## config.mk

```make
export PLATFORM = sky130hd
export DESIGN_NAME = bcp_scheduler_flat
export DESIGN_NICKNAME = d
export VERILOG_FILES = /design/src/rtl/bcp_scheduler_if.sv /design/src/rtl/bcp_scheduler.sv /design/src/flat_wrapper.sv
export SDC_FILE = /design/constraint.sdc
export NUM_CORES = 1
export LEC_CHECK = 0
export ABC_AREA = 0
export CAP_MARGIN = 5
export CORE_MARGIN = 2
export CORE_UTILIZATION = 50
export DETAILED_ROUTE_END_ITERATION = 16
export PLACE_DENSITY = 0.8
export SETUP_SLACK_MARGIN = 0.5
export SKIP_CTS_REPAIR_TIMING = 1
export SYNTH_ARGS = -nofsm -noshare
export SYNTH_HDL_FRONTEND = slang
export SYNTH_SLANG_ARGS = --single-unit
```

## constraint.sdc

```tcl
create_clock -name clk -period 2.56 [get_ports clk]
set_input_delay 0.512 -clock clk [delete_from_list [all_inputs] [get_ports clk]]
set_output_delay 0.512 -clock clk [all_outputs]
set_load 0.02 [all_outputs]
```

## src/rtl/bcp_scheduler_if.sv

```systemverilog
// -----------------------------------------------------------------------------
// bcp_scheduler_if
// Bundles every non-clock signal of the BCP scheduler.
//   master : solver side (start, clause-mask writes, implication consumer)
//            together with the checker datapath (chk_unit)
//   slave  : the scheduler itself
// Signals
//   start        begin pass (honoured only while busy=0)
//   busy         pass in progress
//   done         one-cycle pulse, pass finished without conflict
//   conflict     level, last pass hit an all-false clause
//   conflict_idx index of the conflicting clause
//   imp_valid / imp_ready / imp_clause / imp_lit   implication handshake
//   imp_count    implications accepted in current/last pass
//   cl_we / cl_addr / cl_mask   clause mask write port (bit i=1: literal i false)
//   chk_assign   mask presented to the 4-literal checker
//   chk_unit     checker result, combinational from chk_assign
// -----------------------------------------------------------------------------
interface bcp_scheduler_if #(
    parameter int IDX_W = 4
);
    logic             start;
    logic             busy;
    logic             done;
    logic             conflict;
    logic [IDX_W-1:0] conflict_idx;
    logic             imp_valid;
    logic             imp_ready;
    logic [IDX_W-1:0] imp_clause;
    logic [1:0]       imp_lit;
    logic [IDX_W:0]   imp_count;
    logic             cl_we;
    logic [IDX_W-1:0] cl_addr;
    logic [3:0]       cl_mask;
    logic [3:0]       chk_assign;
    logic [3:0]       chk_unit;

    modport master (
        output start, imp_ready, cl_we, cl_addr, cl_mask, chk_unit,
        input  busy, done, conflict, conflict_idx, imp_valid, imp_clause,
               imp_lit, imp_count, chk_assign
    );

    modport slave (
        input  start, imp_ready, cl_we, cl_addr, cl_mask, chk_unit,
        output busy, done, conflict, conflict_idx, imp_valid, imp_clause,
               imp_lit, imp_count, chk_assign
    );
endinterface

```

## src/rtl/bcp_scheduler.sv

```systemverilog
// -----------------------------------------------------------------------------
// bcp_scheduler
// Walks the clause-status table once per BCP pass, presenting each clause's
// falsified-literal mask to the shared 4-literal unit checker. A unit clause
// raises an implication handshake; an all-false clause aborts the pass with a
// conflict; a clean pass ends with a one-cycle done pulse.
// Ports
//   clk    clock
//   rst_n  asynchronous active-low reset
//   bus    bcp_scheduler_if.slave (see the interface file for signal list)
// Parameters
//   NUM_CLAUSES  clause table depth (>=2)
//   IDX_W        clause index width
// Optional feature
//   BCP_SAT_SKIP_EN  when defined, a clause whose implication was accepted is
//                    marked satisfied and skipped (chk_assign=0, no checks)
//                    until it is rewritten or reset.
// -----------------------------------------------------------------------------
module bcp_scheduler #(
    parameter int NUM_CLAUSES = 16,
    parameter int IDX_W       = $clog2(NUM_CLAUSES)
) (
    input  logic           clk,
    input  logic           rst_n,
    bcp_scheduler_if.slave bus
);

    typedef enum logic [2:0] {
        IDLE,
        SCAN,
        IMPLY,
        CONFL,
        DONE_S
    } state_t;

    localparam logic [IDX_W-1:0] LAST_IDX = IDX_W'(NUM_CLAUSES - 1);

    state_t           state_q, state_d;
    logic [IDX_W-1:0] idx_q;
    logic [3:0]       mask_q [NUM_CLAUSES];
    logic [IDX_W-1:0] imp_clause_q;
    logic [1:0]       imp_lit_q;
    logic [IDX_W:0]   imp_count_q;
    logic             conflict_q;
    logic [IDX_W-1:0] conflict_idx_q;

`ifdef BCP_SAT_SKIP_EN
    logic [NUM_CLAUSES-1:0] sat_q;
`endif

    // Decode of the clause currently under the scan pointer.
    logic [3:0] cur_mask;
    logic       cur_skip;
    logic       cur_conflict;
    logic       cur_unit;
    logic [1:0] cur_lit;

    logic busy;
    logic wr_accept;

    // NOTE: every signal written in an always_comb gets a default first so no
    // path leaves it unassigned, which would otherwise infer a latch.
    always_comb begin
        cur_mask = mask_q[idx_q];
        cur_skip = 1'b0;
`ifdef BCP_SAT_SKIP_EN
        cur_skip = sat_q[idx_q];
`endif
        cur_conflict = !cur_skip && (cur_mask == 4'b1111);
        // Only a strictly one-hot checker result counts as a unit clause;
        // zero or multi-hot results are treated as "no unit".
        cur_unit = !cur_skip && !cur_conflict && (bus.chk_unit != 4'b0000)
                   && ((bus.chk_unit & (bus.chk_unit - 4'd1)) == 4'b0000);
        cur_lit = 2'd0;
        for (int i = 0; i < 4; i++) begin
            if (bus.chk_unit[i]) cur_lit = 2'(i);
        end
    end

    // State register.
    // NOTE: sequential state uses non-blocking assignments so every register
    // samples pre-edge values regardless of statement order.
    always_ff @(posedge clk or negedge rst_n) begin
        if (!rst_n) state_q <= IDLE;
        else        state_q <= state_d;
    end

    // Next-state logic.
    always_comb begin
        state_d = state_q;
        unique case (state_q)
            IDLE: begin
                if (bus.start) state_d = SCAN;
            end
            SCAN: begin
                if (cur_conflict)            state_d = CONFL;
                else if (cur_unit)           state_d = IMPLY;
                else if (idx_q == LAST_IDX)  state_d = DONE_S;
            end
            IMPLY: begin
                if (bus.imp_ready) state_d = (idx_q == LAST_IDX) ? DONE_S : SCAN;
            end
            CONFL:   state_d = IDLE;
            // A start landing on the done cycle chains straight into a new pass.
            DONE_S:  state_d = bus.start ? SCAN : IDLE;
            default: state_d = IDLE;
        endcase
    end

    // State-decoded outputs.
    always_comb begin
        busy           = 1'b0;
        bus.done       = 1'b0;
        bus.imp_valid  = 1'b0;
        bus.chk_assign = 4'b0000;
        unique case (state_q)
            SCAN: begin
                busy           = 1'b1;
                bus.chk_assign = cur_skip ? 4'b0000 : cur_mask;
            end
            IMPLY: begin
                busy          = 1'b1;
                bus.imp_valid = 1'b1;
            end
            CONFL:   busy     = 1'b1;
            DONE_S:  bus.done = 1'b1;
            default: ;
        endcase
    end

    assign bus.busy         = busy;
    assign bus.conflict     = conflict_q;
    assign bus.conflict_idx = conflict_idx_q;
    assign bus.imp_clause   = imp_clause_q;
    assign bus.imp_lit      = imp_lit_q;
    assign bus.imp_count    = imp_count_q;

    // Table writes are only accepted between passes so a scan never sees a
    // mask change underneath it.
    assign wr_accept = bus.cl_we && !busy;

    // Scan pointer, implication latch, counters and conflict record.
    always_ff @(posedge clk or negedge rst_n) begin
        if (!rst_n) begin
            idx_q          <= '0;
            imp_clause_q   <= '0;
            imp_lit_q      <= '0;
            imp_count_q    <= '0;
            conflict_q     <= 1'b0;
            conflict_idx_q <= '0;
        end else begin
            unique case (state_q)
                IDLE, DONE_S: begin
                    if (bus.start) begin
                        idx_q       <= '0;
                        imp_count_q <= '0;
                        conflict_q  <= 1'b0;
                    end
                end
                SCAN: begin
                    if (cur_conflict) begin
                        conflict_q     <= 1'b1;
                        conflict_idx_q <= idx_q;
                    end else if (cur_unit) begin
                        imp_clause_q <= idx_q;
                        imp_lit_q    <= cur_lit;
                    end else if (idx_q != LAST_IDX) begin
                        idx_q <= idx_q + 1'b1;
                    end
                end
                IMPLY: begin
                    if (bus.imp_ready) begin
                        if (imp_count_q != '1) imp_count_q <= imp_count_q + 1'b1;
                        if (idx_q != LAST_IDX) idx_q <= idx_q + 1'b1;
                    end
                end
                default: ;
            endcase
        end
    end

    // Clause mask table.
    // NOTE: the table is reset explicitly because a freshly reset solver must
    // scan an all-clear table; this costs a reset on every entry instead of a
    // plain RAM.
    always_ff @(posedge clk or negedge rst_n) begin
        if (!rst_n) begin
            for (int i = 0; i < NUM_CLAUSES; i++) mask_q[i] <= 4'b0000;
        end else if (wr_accept) begin
            mask_q[bus.cl_addr] <= bus.cl_mask;
        end
    end

`ifdef BCP_SAT_SKIP_EN
    // Satisfied flags: set when a clause's implication is accepted, cleared
    // whenever the clause is rewritten. Writes and handshakes never coincide
    // because writes need busy=0 and handshakes happen only while busy.
    always_ff @(posedge clk or negedge rst_n) begin
        if (!rst_n) begin
            sat_q <= '0;
        end else begin
            if (state_q == IMPLY && bus.imp_ready) sat_q[imp_clause_q] <= 1'b1;
            if (wr_accept)                          sat_q[bus.cl_addr]  <= 1'b0;
        end
    end
`endif

endmodule

```

## src/flat_wrapper.sv

```systemverilog
// flat-port wrapper written by rule: the top's interface ports become plain ports
module bcp_scheduler_flat 
#(
    parameter int NUM_CLAUSES = 16,
    parameter int IDX_W       = $clog2(NUM_CLAUSES)
)
  (clk, rst_n, bus_start, bus_imp_ready, bus_cl_we, bus_cl_addr, bus_cl_mask, bus_chk_unit, bus_busy, bus_done, bus_conflict, bus_conflict_idx, bus_imp_valid, bus_imp_clause, bus_imp_lit, bus_imp_count, bus_chk_assign);
  bcp_scheduler_if #(.IDX_W(IDX_W)) bus_i ();
  input  logic clk;
  input  logic rst_n;
  input wire logic [$bits(bus_i.start)-1:0] bus_start;
  input wire logic [$bits(bus_i.imp_ready)-1:0] bus_imp_ready;
  input wire logic [$bits(bus_i.cl_we)-1:0] bus_cl_we;
  input wire logic [$bits(bus_i.cl_addr)-1:0] bus_cl_addr;
  input wire logic [$bits(bus_i.cl_mask)-1:0] bus_cl_mask;
  input wire logic [$bits(bus_i.chk_unit)-1:0] bus_chk_unit;
  output wire logic [$bits(bus_i.busy)-1:0] bus_busy;
  output wire logic [$bits(bus_i.done)-1:0] bus_done;
  output wire logic [$bits(bus_i.conflict)-1:0] bus_conflict;
  output wire logic [$bits(bus_i.conflict_idx)-1:0] bus_conflict_idx;
  output wire logic [$bits(bus_i.imp_valid)-1:0] bus_imp_valid;
  output wire logic [$bits(bus_i.imp_clause)-1:0] bus_imp_clause;
  output wire logic [$bits(bus_i.imp_lit)-1:0] bus_imp_lit;
  output wire logic [$bits(bus_i.imp_count)-1:0] bus_imp_count;
  output wire logic [$bits(bus_i.chk_assign)-1:0] bus_chk_assign;
  assign bus_i.start = bus_start;
  assign bus_i.imp_ready = bus_imp_ready;
  assign bus_i.cl_we = bus_cl_we;
  assign bus_i.cl_addr = bus_cl_addr;
  assign bus_i.cl_mask = bus_cl_mask;
  assign bus_i.chk_unit = bus_chk_unit;
  assign bus_busy = bus_i.busy;
  assign bus_done = bus_i.done;
  assign bus_conflict = bus_i.conflict;
  assign bus_conflict_idx = bus_i.conflict_idx;
  assign bus_imp_valid = bus_i.imp_valid;
  assign bus_imp_clause = bus_i.imp_clause;
  assign bus_imp_lit = bus_i.imp_lit;
  assign bus_imp_count = bus_i.imp_count;
  assign bus_chk_assign = bus_i.chk_assign;
  bcp_scheduler #(.NUM_CLAUSES(NUM_CLAUSES), .IDX_W(IDX_W)) u_core (.clk(clk), .rst_n(rst_n), .bus(bus_i));
endmodule
```

# Yosys cells after proc, flatten, opt, wreduce, memory -nomap -nowiden
# Index checks and enable logic that the tools add are counted.
[classes] bitwise_logic=4 n_reduce_logical=20 order_cmp=3 n_eq_ne=16 mux=34 addsub=3
[op_table] op="bitwise mux 64 bit" count=1
[op_table] op="two-way mux 4 bit" count=9
[op_table] op="two-way mux 3 bit" count=6
[op_table] op="binary-select mux 4 bit (select 4 bit)" count=1
[op_table] op="demux 4 bit (select 4 bit)" count=1
[op_table] op="two-way mux 5 bit" count=3
[op_table] op="case mux 3 bit (4 select lines)" count=1
[op_table] op="case mux 4 bit (3 select lines)" count=1
[op_table] op="greater-or-equal comparator 5 bit (second input constant)" count=2
[op_table] op="inequality test 2 bit (second input constant)" count=5
[op_table] op="NOT 4 -> 5 bit" count=2
[op_table] op="case mux 5 bit (2 select lines)" count=1
[op_table] op="AND reduction 3 bit" count=3
[op_table] op="equality test 4 bit (second input constant)" count=2
[op_table] op="two-way mux 1 bit" count=7
[op_table] op="equality test 3 x 2 -> 1 bit (second input constant)" count=2
[op_table] op="adder 5 x 1 -> 5 bit (second input constant)" count=1
[op_table] op="< comparator 5 x 1 -> 1 bit (second input constant)" count=1
[op_table] op="inequality test 5 bit (second input constant)" count=1
[op_table] op="AND reduction 5 bit" count=1
[op_table] op="adder 4 x 1 -> 4 bit (second input constant)" count=1
[op_table] op="bitwise AND 4 bit" count=1
[op_table] op="logical AND 1 bit" count=4
[op_table] op="logical NOT 4 bit" count=1
[op_table] op="other kinds (18)" count=22
[totals] elab_cells=103 input_bits=17 regBits=87 out_inout_bits=23

# Longest topological paths before layout
[logic_depth] depth_word=11 ltp_mapped=11 mapped_depth_nobuf=9

# Worst setup path before layout
# OpenSTA, ideal clock, no wires.
[synth_path] kind="register to register" startpoint="register u_core.idx_q[2]" endpoint="register u_core.conflict_idx_q[0], in the netlist u_core.bus.conflict_idx[0]" n_path_buf=4 synth_period_minus_slack_ns=2.348 arrival_ns=2.220 path_slack_ns=0.212 path_stages_with_launch=11 t_required_ns=2.432 setup_ns=0.128 path_cell_list="dfrtp_1 buf_4 buf_4 buf_4 mux2i_1 nand2_1 o311ai_1 or4_1 buf_6 nor2_8 mux2_1"
[synth_via] elab_chain_cells=6
[synth_rtl] element="from (decl)" line_no="bcp_scheduler.sv:39" source="logic [IDX_W-1:0] idx_q;"
[synth_rtl] element="from (signal assigned)" line_no="bcp_scheduler.sv:168" source="idx_q <= idx_q + 1'b1;"
[synth_rtl] element="from (signal assigned)" line_no="bcp_scheduler.sv:174" source="if (idx_q != LAST_IDX) idx_q <= idx_q + 1'b1;"
[synth_rtl] element="NOT 4 -> 5 bit (not written as such)" line_no="bcp_scheduler.sv:64" source="cur_mask = mask_q[idx_q];"
[synth_rtl] element="binary-select mux 4 bit (select 4 bit)" line_no="bcp_scheduler.sv:64"
[synth_rtl] element="two-way mux 4 bit (not written as such) (2 in a row)" line_no="bcp_scheduler.sv:64"
[synth_rtl] element="equality test 4 bit" line_no="bcp_scheduler.sv:69" source="cur_conflict = !cur_skip && (cur_mask == 4'b1111);"
[synth_rtl] element="AND reduction 2 bit (no source line)"
[synth_rtl] element="to (signal assigned)" line_no="bcp_scheduler.sv:163" source="conflict_idx_q <= idx_q;"
[synth_rtl] element="to (decl)" line_no="bcp_scheduler.sv:45" source="logic [IDX_W-1:0] conflict_idx_q;"
# No other way between the ends. The select of a mux whose other input is x is not followed.
# A chain may end at the register's enable or synchronous reset.

# Final worst setup path
[layout_path] startpoint="register u_core.idx_q[0]" endpoint="output bus_chk_assign[3]"
[layout_via] elab_chain_cells=5
[layout_rtl] element="NOT 4 -> 5 bit (not written as such)" line_no="bcp_scheduler.sv:64"
[layout_rtl] element="binary-select mux 4 bit (select 4 bit)" line_no="bcp_scheduler.sv:64"
[layout_rtl] element="two-way mux 4 bit (not written as such) (2 in a row)" line_no="bcp_scheduler.sv:64"
[layout_rtl] element="two-way mux 4 bit" line_no="bcp_scheduler.sv:116" source="unique case (state_q)"
[layout_rtl] element="to (decl)" line_no="flat_wrapper.sv:25" source="output wire logic [$bits(bus_i.chk_assign)-1:0] bus_chk_assign;"
# No other way between the ends. The select of a mux whose other input is x is not followed.

==> metrics <==
number of sinks on the clock net 87; post-detailed-route via-to-cell ratio 5.86; number of enable-type register cells in the synthesized netlist 0; total placed cells including tap cells 492; routability congestion estimate 0.878; Worst Skew 12.6 ps; maximum buffer depth of the clock tree 2; HPWL reported at the end of detailed placement 6870 µm; clock-pin transition on the worst setup and hold timing paths 90 ps; met2 routed WL 4940 µm; DRT antenna net count 0; slew at the pin with the worst max-slew slack 870 ps; type of destination of the critical path output pin; CP Max Fanout 11; ratio of final minimum period to clock period 102%; Post-Route Utilization 65.9%; vias in the first global route 3,070; overall die height 97.1 µm; DR DRC count 0; highest cell delay on the worst timing path 550 ps; Max-Cap Viols 0; Yosys warnings 0; initial DRC count 259; Row Count 33; cell chosen for the clock root clkbuf_8; flop2flop setup slack -30 ps; cts bufs inserted 9; share of post-route cells with drive strength above 1 43.8%; count of input and output buffers 39; # fillers 613; # nets final 433; final-layout setup total negative slack -180 ps; maximum number of pins on one net before global-route repair 69; ratio of total power to cell area 1070 mW/mm²; failing checks setup timing; maximum achievable frequency 0.384 GHz; IO Count 40; clock latency reported for the late side of the worst-skew pair 360 ps; worst slack on hold paths 248 ps; number of antenna diodes 0; netlist area before placement 0.00433 mm²; critical path class flop to output pin; first-pass GRT wire length 15,600 µm; end of the worst register-to-register path u_core.bus.conflict_idx[1]; unique cell type count in the Yosys netlist 50; clock tree from TritonCTS done; worst slew margin relative to its limit 42.0%; RSZ-0062 raised after global routing true; Leak 2.46 nW; post-route cell area 0.00547 mm²; number of levels the H-tree was split into 3; # setup viols final 7; category of the worst setup path launch point flop; VDD IR-drop max 0.555 mV; Initial Util 52.2%; post-place instance area 0.00498 mm²; Post-Synthesis Net Count 360; final hold violation count 0; vias after detailed routing 3,066; status complete, but fails checks; Critical R2R Launch u_core.idx_q[1]; synthesized flop and latch total 87; core footprint 0.00830 mm²; total iterations of the first detailed-routing run 4; instance count of the mapped netlist 340; routed wire length on met3 617 µm; post-synthesis average cell area 12.7 µm²; post-synthesis sequential area ratio 50.3%; total global routing overflow 0; signal arrival time at the worst endpoint 2090 ps; final count of pins violating max slew 0; power consumption 5.86 mW; Required @ worst endpoint 2050 ps; Worst Reg2Reg Path Length in Cells 9; average routed wire per standard cell 19.2 µm; horizontal die dimension 97.1 µm; routed wire length 10,000 µm; category of cells accounting for the largest share of critical-path delay multiplexers; routed length on met1 4300 µm; antenna violations before repair 0; setup slack after placement -172 ps; CP max stage cell mux4_2; worst-path cell chain buf_12 > mux4_2 > a221oi_4 > nor2_1 > buf_4; total routing resource utilization after global routing 21.1%; area grow syn2layout 26.4%; class of the tightest hold or removal check input pin to async pin; post-layout worst setup margin -41.5 ps; Bufs and invs on worst path 2; highest metal used met4; final standard cell count with taps included and fillers excluded 523; Main synth FF type dfrtp_1; die area 0.00942 mm²; final critical path time including I/O delays and setup 2600 ps; Synth async-reset ratio 100%
logic make-up after synthesis:
logic type,after synthesis,share of synthesized area (%)
multiplexers,94,28.0
AND/OR/NAND/NOR,88,10.9
flip-flops,87,50.3
AO/OA/AOI/OAI,41,6.30
buffers and inverters,24,3.06
XOR/XNOR,3,0.607
adder cells (fa/ha/maj),3,0.867
routing by layer:
layer	GRT usage (%)	vias up
li1	-	1398
met1	28.0	1543
met2	34.3	105
met3	5.61	20
met4	6.61	0
met5	0	-
where the power goes:
group	internal [mW]	switching (mW)	leakage [nW]	total (mW)
sequential	1.90	0.353	1.13	2.25
combinational	1.44	1.20	1.24	2.64
clock	0.457	0.506	0.0933	0.963
total	3.80	2.06	2.46	5.86
worst max-delay path by stage:
stage | start | end | cells past startpoint
6_report | u_core.idx_q[0] | bus_chk_assign[3] | 5
5_1_grt | u_core.idx_q[1] | u_core.bus.conflict_idx[0] | 9
4_1_cts | u_core.idx_q[1] | bus_chk_assign[3] | 6
3_5_place_dp | u_core.idx_q[1] | bus_chk_assign[0] | 6
3_3_place_gp | u_core.idx_q[1] | bus_chk_assign[0] | 6
2_1_floorplan | u_core.idx_q[1] | u_core.bus.conflict_idx[0] | 9
state kept, by name (all words and copies together) (netlist names):
name,count
u_core.mask_q,64
u_core.bus.imp_count,5
u_core.bus.conflict_idx,4
u_core.bus.imp_clause,4
u_core.idx_q,4
u_core.state_q,3
u_core.bus.imp_lit,2
u_core.bus.conflict,1
placed cells by master (no fill, tap or decap), types with 5 or more instances in the layout:
cell / Yosys / final
mux4_2: 12 / 12
nor2_1: 27 / 24
mux2i_1: 9 / 7
clkbuf_8: 0 / 9
nand3_1: 5 / 5
nor3_1: 9 / 8
nand2b_1: 8 / 5
a21oi_1: 13 / 8
mux2_4: 4 / 5
a21oi_2: 0 / 5
dfrtp_1: 87 / 83
mux2_2: 64 / 64
buf_4: 3 / 43
nand2_1: 12 / 12
clkdlybuf4s50_1: 0 / 31
cell usage after synthesis (2+ instances only):
library cell	count	area (µm²)
o31ai_1	2	15.0
a21o_1	3	22.5
nand2_1	12	45.0
nand3_1	5	25.0
ha_1	3	37.5
nor4b_1	3	26.3
a221oi_1	3	26.3
mux2_2	64	721
nor4_1	3	18.8
nand2b_1	8	50.1
or3_1	2	12.5
nor2b_1	2	12.5
and3_1	5	31.3
mux2i_1	9	90.1
o21ai_0	4	20.0
a31oi_1	3	18.8
a21oi_1	13	65.1
mux2_4	4	60.1
dfrtp_1	87	2180
buf_4	3	22.5
nor3_1	9	45.0
nand4_1	2	12.5
clkbuf_1	12	45.0
nor2_1	27	101
xor2_1	2	17.5
mux4_2	12	270
mux2_1	4	45.0
buf_6	4	45.0
o21ai_1	2	10.0
inv_1	4	15.0
a22oi_1	4	30.0
or4_1	2	15.0
area by class of cell:
type                            instances  area [µm²]  share of cell area [%]
Tap cell                              105         131                    2.40
Timing Repair Buffer                   82         722                    13.2
Clock buffer                           10         128                    2.33
Inverter                                4        15.0                   0.274
Multi-Input combinational cell        229        2230                    40.7
Clock inverter                          6        67.6                    1.23
Sequential cell                        87        2180                    39.9
(Power assumes the default switching activity.)
